**src/rtl/multicycle_control_if.sv**
```systemverilog
// Control/datapath bundle for the multicycle controller.
// The master modport is the controller side. The slave modport is the datapath/memory side.
interface multicycle_control_if;
    logic [15:0] instr;
    logic        mem_ready;
    logic        zero;
    logic [1:0]  ALUOp;
    logic [3:0]  opcode;
    logic [1:0]  Funct;
    logic        pc_write;
    logic        ir_write;
    logic        mem_read;
    logic        mem_write;
    logic        reg_write;
    logic        mem_to_reg;
    logic [1:0]  alu_src_b;
    logic [1:0]  pc_src;
    logic [2:0]  state;
    logic        halted;

    modport master (
        input  instr, mem_ready, zero,
        output ALUOp, opcode, Funct, pc_write, ir_write, mem_read, mem_write,
               reg_write, mem_to_reg, alu_src_b, pc_src, state, halted
    );

    modport slave (
        output instr, mem_ready, zero,
        input  ALUOp, opcode, Funct, pc_write, ir_write, mem_read, mem_write,
               reg_write, mem_to_reg, alu_src_b, pc_src, state, halted
    );
endinterface

```
**src/rtl/multicycle_control.sv**
```systemverilog
// Multicycle CPU control FSM with a memory-ready handshake in FETCH and MEM.
// Optional macro ILLEGAL_TRAP_EN sends illegal opcodes to TRAP. Without it, illegal opcodes act as NOPs.
module multicycle_control (
    input  logic                        clk,
    input  logic                        rst_n,
    multicycle_control_if.master        bus
);
    typedef enum logic [2:0] {
        S_IDLE   = 3'd0,
        S_FETCH  = 3'd1,
        S_DECODE = 3'd2,
        S_EXEC   = 3'd3,
        S_MEM    = 3'd4,
        S_WB     = 3'd5,
        S_HALT   = 3'd6,
        S_TRAP   = 3'd7
    } state_t;

    localparam logic [3:0] OP_RTYPE = 4'h0;
    localparam logic [3:0] OP_ADDI  = 4'h1;
    localparam logic [3:0] OP_LW    = 4'h2;
    localparam logic [3:0] OP_SW    = 4'h3;
    localparam logic [3:0] OP_BEQ   = 4'h4;
    localparam logic [3:0] OP_JMP   = 4'h5;
    localparam logic [3:0] OP_ANDI  = 4'h6;
    localparam logic [3:0] OP_HALT  = 4'hF;

    state_t      r_state, w_next_state;
    logic [3:0]  r_opcode;
    logic [1:0]  r_funct;
    logic [1:0]  w_alu_op, w_alu_src_b, w_pc_src;
    logic        w_pc_write, w_ir_write, w_mem_read, w_mem_write;
    logic        w_reg_write, w_mem_to_reg, w_halted;
    logic        w_unused;

    // Operand fields of the instruction are consumed by the datapath, not here.
    assign w_unused = ^bus.instr[11:2];

    always_ff @(posedge clk or negedge rst_n) begin
        if (!rst_n) begin
            r_state  <= S_IDLE;
            r_opcode <= 4'h0;
            r_funct  <= 2'b00;
        end else begin
            r_state <= w_next_state;
            if (w_ir_write) begin
                r_opcode <= bus.instr[15:12];
                r_funct  <= bus.instr[1:0];
            end
        end
    end

    always_comb begin
        w_next_state = r_state;
        w_alu_op     = 2'b00;
        w_alu_src_b  = 2'b00;
        w_pc_src     = 2'b00;
        w_pc_write   = 1'b0;
        w_ir_write   = 1'b0;
        w_mem_read   = 1'b0;
        w_mem_write  = 1'b0;
        w_reg_write  = 1'b0;
        w_mem_to_reg = 1'b0;
        w_halted     = 1'b0;
        unique case (r_state)
            S_IDLE: w_next_state = S_FETCH;
            S_FETCH: begin
                w_mem_read  = 1'b1;
                w_alu_src_b = 2'b01;
                if (bus.mem_ready) begin
                    w_ir_write   = 1'b1;
                    w_pc_write   = 1'b1;
                    w_next_state = S_DECODE;
                end
            end
            S_DECODE: begin
                w_alu_src_b = 2'b11;
                case (r_opcode)
                    OP_JMP: begin
                        w_pc_write   = 1'b1;
                        w_pc_src     = 2'b10;
                        w_next_state = S_FETCH;
                    end
                    OP_HALT: w_next_state = S_HALT;
                    OP_RTYPE, OP_ADDI, OP_LW, OP_SW, OP_BEQ, OP_ANDI:
                        w_next_state = S_EXEC;
`ifdef ILLEGAL_TRAP_EN
                    default: w_next_state = S_TRAP;
`else
                    default: w_next_state = S_FETCH;
`endif
                endcase
            end
            S_EXEC: begin
                w_next_state = S_WB;
                case (r_opcode)
                    OP_RTYPE: w_alu_op = 2'b10;
                    OP_ADDI:  w_alu_src_b = 2'b10;
                    OP_LW, OP_SW: begin
                        w_alu_src_b  = 2'b10;
                        w_next_state = S_MEM;
                    end
                    OP_ANDI: begin
                        w_alu_op    = 2'b11;
                        w_alu_src_b = 2'b10;
                    end
                    OP_BEQ: begin
                        w_alu_op     = 2'b01;
                        w_pc_src     = 2'b01;
                        w_pc_write   = bus.zero;
                        w_next_state = S_FETCH;
                    end
                    default: w_next_state = S_FETCH;
                endcase
            end
            S_MEM: begin
                // Strobe stays up for the whole access; only mem_ready ends it.
                w_mem_read  = (r_opcode == OP_LW);
                w_mem_write = (r_opcode == OP_SW);
                if (bus.mem_ready)
                    w_next_state = (r_opcode == OP_LW) ? S_WB : S_FETCH;
            end
            S_WB: begin
                w_reg_write  = 1'b1;
                w_mem_to_reg = (r_opcode == OP_LW);
                w_next_state = S_FETCH;
            end
            S_HALT: w_halted = 1'b1;
            S_TRAP: w_halted = 1'b1;
            default: w_next_state = S_IDLE;
        endcase
    end

    assign bus.ALUOp      = w_alu_op;
    assign bus.opcode     = r_opcode;
    assign bus.Funct      = r_funct;
    assign bus.pc_write   = w_pc_write;
    assign bus.ir_write   = w_ir_write;
    assign bus.mem_read   = w_mem_read;
    assign bus.mem_write  = w_mem_write;
    assign bus.reg_write  = w_reg_write;
    assign bus.mem_to_reg = w_mem_to_reg;
    assign bus.alu_src_b  = w_alu_src_b;
    assign bus.pc_src     = w_pc_src;
    assign bus.state      = r_state;
    assign bus.halted     = w_halted;
endmodule

```
**src/flat_wrapper.sv**
```systemverilog
// flat-port wrapper written by rule: the top's interface ports become plain ports
module multicycle_control_flat 
  (clk, rst_n, bus_instr, bus_mem_ready, bus_zero, bus_ALUOp, bus_opcode, bus_Funct, bus_pc_write, bus_ir_write, bus_mem_read, bus_mem_write, bus_reg_write, bus_mem_to_reg, bus_alu_src_b, bus_pc_src, bus_state, bus_halted);
  multicycle_control_if bus_i ();
  input  logic clk;
  input  logic rst_n;
  input wire logic [$bits(bus_i.instr)-1:0] bus_instr;
  input wire logic [$bits(bus_i.mem_ready)-1:0] bus_mem_ready;
  input wire logic [$bits(bus_i.zero)-1:0] bus_zero;
  output wire logic [$bits(bus_i.ALUOp)-1:0] bus_ALUOp;
  output wire logic [$bits(bus_i.opcode)-1:0] bus_opcode;
  output wire logic [$bits(bus_i.Funct)-1:0] bus_Funct;
  output wire logic [$bits(bus_i.pc_write)-1:0] bus_pc_write;
  output wire logic [$bits(bus_i.ir_write)-1:0] bus_ir_write;
  output wire logic [$bits(bus_i.mem_read)-1:0] bus_mem_read;
  output wire logic [$bits(bus_i.mem_write)-1:0] bus_mem_write;
  output wire logic [$bits(bus_i.reg_write)-1:0] bus_reg_write;
  output wire logic [$bits(bus_i.mem_to_reg)-1:0] bus_mem_to_reg;
  output wire logic [$bits(bus_i.alu_src_b)-1:0] bus_alu_src_b;
  output wire logic [$bits(bus_i.pc_src)-1:0] bus_pc_src;
  output wire logic [$bits(bus_i.state)-1:0] bus_state;
  output wire logic [$bits(bus_i.halted)-1:0] bus_halted;
  assign bus_i.instr = bus_instr;
  assign bus_i.mem_ready = bus_mem_ready;
  assign bus_i.zero = bus_zero;
  assign bus_ALUOp = bus_i.ALUOp;
  assign bus_opcode = bus_i.opcode;
  assign bus_Funct = bus_i.Funct;
  assign bus_pc_write = bus_i.pc_write;
  assign bus_ir_write = bus_i.ir_write;
  assign bus_mem_read = bus_i.mem_read;
  assign bus_mem_write = bus_i.mem_write;
  assign bus_reg_write = bus_i.reg_write;
  assign bus_mem_to_reg = bus_i.mem_to_reg;
  assign bus_alu_src_b = bus_i.alu_src_b;
  assign bus_pc_src = bus_i.pc_src;
  assign bus_state = bus_i.state;
  assign bus_halted = bus_i.halted;
  multicycle_control u_core (.clk(clk), .rst_n(rst_n), .bus(bus_i));
endmodule
```
**config.mk**
```make
export PLATFORM = sky130hd
export DESIGN_NAME = multicycle_control_flat
export DESIGN_NICKNAME = d
export VERILOG_FILES = /design/src/rtl/multicycle_control_if.sv /design/src/rtl/multicycle_control.sv /design/src/flat_wrapper.sv
export SDC_FILE = /design/constraint.sdc
export NUM_CORES = 1
export LEC_CHECK = 0
export ABC_AREA = 1
export CORE_MARGIN = 1.5
export CORE_UTILIZATION = 39
export CTS_CLUSTER_SIZE = 16
export DETAILED_ROUTE_END_ITERATION = 6
export MAX_ROUTING_LAYER = met4
export PLACE_DENSITY = 0.84
export SYNTH_ARGS = -nofsm -noshare
export SYNTH_HDL_FRONTEND = slang
export SYNTH_SLANG_ARGS = --single-unit
```
**constraint.sdc**
```tcl
create_clock -name clk -period 2.5 [get_ports clk]
set_input_delay 0.5 -clock clk [delete_from_list [all_inputs] [get_ports clk]]
set_output_delay 0.5 -clock clk [all_outputs]
set_load 0.01 [all_outputs]
```
# ---- Word-level counts from Yosys, hierarchy flattened
# Cells that the tools add are included.
dict set report totals {
  register_bits 9
  input_bits 20
  output_inout_bits 22
  elab_cells 52
}
dict set report classes {
  muxes 23
  n_eq_ne 16
  reduce_logical 10
}
# cell count
set op_table {}
lappend op_table {{$pmux 3 s5} 1}
lappend op_table {{$eq 3x3->1 const B} 4}
lappend op_table {{$eq 4x3->1 const B} 3}
lappend op_table {{$pmux 2 s3} 2}
lappend op_table {{$pmux 3 s2} 2}
lappend op_table {{$mux 1} 9}
lappend op_table {{$mux 3} 3}
lappend op_table {{$eq 4x2->1 const B} 2}
lappend op_table {{$eq 3x2->1 const B} 2}
lappend op_table {{$mux 2} 3}
lappend op_table {{$reduce_or 2->1} 3}
lappend op_table {{$reduce_or 6->1} 1}
lappend op_table {{$reduce_bool 5->1} 1}
lappend op_table {{$eq 4x1->1 const B} 1}
lappend op_table {{$eq 4x4->1 const B} 1}
lappend op_table {{$logic_not 4->1} 1}
lappend op_table {{$ne 2x2->1 const B} 2}
lappend op_table {{$pmux 2 s2} 1}
lappend op_table {{$reduce_or 4->1} 1}
lappend op_table {{$eq 3x1->1 const B} 1}
lappend op_table {{$logic_not 3->1} 1}
lappend op_table {{$pmux 1 s3} 1}
lappend op_table {{$reduce_and 3->1} 1}
lappend op_table {{$reduce_or 3->1} 1}
lappend op_table {{$pmux 1 s2} 1}

# ---- Longest topological paths before layout
dict set report depth {
  word_depth 4
  ltp_mapped 8
  mapped_depth_nobuf 8
}

# ---- Least setup slack after synthesis
# OpenSTA, ideal clock, no wires.
dict set report synth_timing {
  path_type {register to output}
  startpoint {register u_core.r_state[2] (netlist: u_core.bus.state[2])}
  endpoint {output bus_pc_write}
  setup_slack_ps 905
  stages_incl_launch_ff 8
  arrival_ps 1095
  path_buffers 0
  t_required_ps 2000
  cell_sequence {dfrtp_1 -> inv_2 -> nand2_1 -> nor2_2 -> inv_2 -> nor2_4 -> nand3_2 -> nand3_2}
}
dict set report synth_between {
  elab_chain_cells 2
  word_cells_on_any_way 4
  classes_between {3 x eq/ne; 1 x mux}
}
# item line
set synth_rtl {}
lappend synth_rtl {{from (decl)} multicycle_control.sv:28} ;# state_t r_state, w_next_state;
lappend synth_rtl {{from (signal assigned)} multicycle_control.sv:45} ;# r_state <= w_next_state;
lappend synth_rtl {{$eq 3x2->1 / $eq 3x1->1 (equally long branches)} multicycle_control.sv:65} ;# unique case (r_state)
lappend synth_rtl {{$pmux 1 s3 *} multicycle_control.sv:65}
lappend synth_rtl {{to (decl)} flat_wrapper.sv:13} ;# output wire logic [$bits(bus_i.pc_write)-1:0] bus_pc_write;
# Mark *: on every way between the ends. The rest lies on a longest branch, timed or not.

# ---- Final worst setup path
# Ends and elaborated chain as after synthesis.

==> impl_metrics.ini <==
[run_status]
run_status = finished, final reports clean

[global_routing]
grt_antenna_before_repair = 0
grt_remaining_overflow = 0
grtUsageTotal = 0.191
grt_pass1_wl_um = 2770
vias_in_the_first_global_route = 690
pin_count_of_the_biggest_net_entering_global_routing = 11

[power]
ir_drop_v = 0.000598
p_leak_uw = 0.000492
p_total_uw = 1230
power_per_cell_area_nw_per_um2 = 1180

[drt]
drc = 0
via_count = 730
first_pass_iters = 4
drt-wirelength-per-cell_um = 10.4
drc_marker_count_from_the_first_detailed_route_iteration = 8
post_drt_via_cell_ratio = 4.90
drt_wl_total_um = 1550
antenna_left = 0

[placed_design]
io_buffer_count = 31
gp_congestion = 0.880
post-dp-hpwl_um = 1280
place_area_um2 = 1010

[setup_path]
worst-r2r-cell-count = 7
worst-r2r-setup-slack_ns = 1.26
critical_path_peak_fanout = 6
startpoint_of_the_lowest_slack_register_to_register_path = u_core.bus.state[1]
worst-setup-path-type = flip-flop to primary output
timing.critical_path.required_ns = 2.00
crit_arrival_ns = 1.85
rr_endpoint = u_core.bus.opcode[2]
timing.critical_path.from_type = flip-flop
timing.critical_path.to_type = primary output
critical_path.cell_chain = inv_2, nand2_1, nor2_4, inv_2, nor2_4, nand3_2, nand3_2, clkdlybuf4s50_1
critical_path.max_stage_delay_ns = 0.53
timing.critical_path.slowest_stage_cell = clkdlybuf4s50_1

[synth]
syn_nets = 118
synth.cell_area_um2 = 681
portion_of_synthesized_cell_area_occupied_by_the_leading_cell_type = 0.331
syn_area_per_cell_um2 = 6.95
yosys.area.top_type = dfrtp_1
yosys-top-cells-area = dfrtp_1, nand2_1, nand3_2
yosysWarningCount = 0
postSynthCellCount = 98
netlist-cell-type-count = 21
synth-seq-cells = 9
synth.yosys.seq_area_share = 0.331

[worst_hold_path]
min_delay_worst_endpoint = u_core.bus.Funct[1]
worstHoldPathCells = 2
hold_path.class = flip-flop to flip-flop
min_from = u_core.bus.Funct[1]

[die]
die_outline_area_um2 = 2000
dieHeight_um = 44.8
io_pins = 42
core_rows = 14
die_width_um = 44.8
core_footprint_um2 = 1580
initial_utilization = 0.432

[cells_and_area]
nets = 154
fillerInstances = 150
post_route_cells_drive_above_1_share = 0.241
design_area_um2 = 1040
antennaDiodeCount = 0
highest_count_cells_in_the_layout_ignoring_fill_and_taps = nand2_1, clkdlybuf4s50_1, inv_2
syn_to_final_growth_pct = 53.3
layout.cells.most_common = nand2_1

[timing]
finalClockSkew_ns = 0.000656
timing.max_slew.rel_slack = 0.739
fin_crit_sh = 0.941
fin_crit_ns = 2.35
worst_pin_slew_ns = 0.390
final_hold_viol_count = 0
timing.fmax_ghz = 0.425
timing.setup.tns_ns = 0
timing_max_transition_violations_final = 0
report.final.setup_viol = 0
rsz0062_at_grt = no

[clock_network]
clock_tree_buf_depth = 2
clock_sinks = 9
cts.repair_timing.setup_buffer_count = 0
clock_root_cell = clkbuf_4
clock_latency_reported_for_the_late_side_of_the_worst_skew_pair_ns = 0.25
htree_num_levels = 1
tritoncts_clock_tree = done
postCtsHoldBufs = 0
cts_made_buffers = 3
clkTransAtPathRegs_ns = 0.06

[job]
max_cap_viol_count = 0
[cells by family (layout without fill, tap and decap cells)]
| family | after synthesis | in the layout | synth area share |
|---|---|---|---|
| AOI/OAI and AO/OA | 11 | 11 | 0.0937 |
| buffers and inverters | 18 | 53 | 0.103 |
| DFF | 9 | 9 | 0.331 |
| and+or+nand+nor | 60 | 60 | 0.472 |
[where the power goes]
group	leakage, uW	switching [uW]	internal, uW	total (uW)
sequential	0.000110	108	214	322
combinational	0.000367	430	372	802
clock	0.0000150	46.4	61.2	108
total	0.000492	584	647	1230
[repair_timing]
item / 4_1_cts / 5_1_grt
resized for setup: 0 / 2
setup endpoints to repair: 0 / 1
endpoints found under the hold margin: 0 / 0
[how the worst max path moves through the flow]
stage | startpoint | to | slack [ns] | cells past startpoint
finish | u_core.bus.state[2] | bus_pc_write | 0.15 | 8
detailed placement | bus_mem_ready | bus_ir_write | 0.22 | 4
global route | u_core.bus.state[0] | bus_pc_write | 0.01 | 6
floorplan | u_core.bus.state[2] | bus_pc_write | 0.90 | 7
global placement | bus_mem_ready | bus_ir_write | 0.21 | 4
CTS | u_core.bus.state[2] | bus_pc_write | 0.09 | 8
[layer usage]
layer,vias to the layer above,GRT usage,share of wire
met2,20,0.290,0.49
met3,2,0.0120,0.046
met5,-,-,0
met4,0,0.0941,0.0064
li1,379,-,-
met1,329,0.258,0.46
[critical path: cells and delay by family, from the launching register on]
| family | cells | cell delay, ns |
|---|---|---|
| buf+inv | 3 | 0.72 |
| simple gates | 5 | 0.43 |
| flops | 1 | 0.45 |
[cells in the mapped netlist]
| cell | number |
|---|---|
| nor3_1 | 3 |
| nor4_1 | 1 |
| dfrtp_1 | 9 |
| a21oi_1 | 3 |
| inv_2 | 9 |
| nand3_2 | 5 |
| nand2_2 | 4 |
| inv_1 | 6 |
| nand3_1 | 3 |
| nor2_2 | 2 |
| nand2_1 | 34 |
| inv_4 | 1 |
| o21ai_2 | 2 |
| a31oi_1 | 1 |
| nor2_1 | 2 |
| nor2_4 | 4 |
| nand2_4 | 1 |
| nand4_1 | 1 |
| o21ai_1 | 3 |
| o21ai_0 | 2 |
| clkinv_1 | 2 |
[state kept, by name, indices dropped and copies added (netlist names)]
signal	count
u_core.bus.Funct	2
u_core.bus.opcode	4
u_core.bus.state	3
[per-stage QoR]
step / utilization / setup WS (ns) / hold WS [ns] / cells
floorplan: - / 0.905 / 0.204 / 98
global placement: 0.641 / 0.213 / 0.469 / 145
detailed placement: 0.641 / 0.216 / 0.474 / 145
CTS: 0.658 / 0.0896 / 0.493 / 149
global route: 0.662 / 0.0148 / 0.528 / 149
finish: 0.662 / 0.149 / 0.489 / 149
[final cells by class]
| cell class | count | area, um^2 | share of cell area |
|---|---|---|---|
| Clock buffer | 4 | 26.3 | 0.0252 |
| Inverter | 18 | 70.1 | 0.0671 |
| Multi-Input combinational cell | 71 | 390 | 0.374 |
| Sequential cell | 9 | 226 | 0.217 |
| Tap cell | 16 | 20.0 | 0.0192 |
| Timing Repair Buffer | 31 | 310 | 0.297 |
No activity file was read; power rests on OpenSTA's default activity.
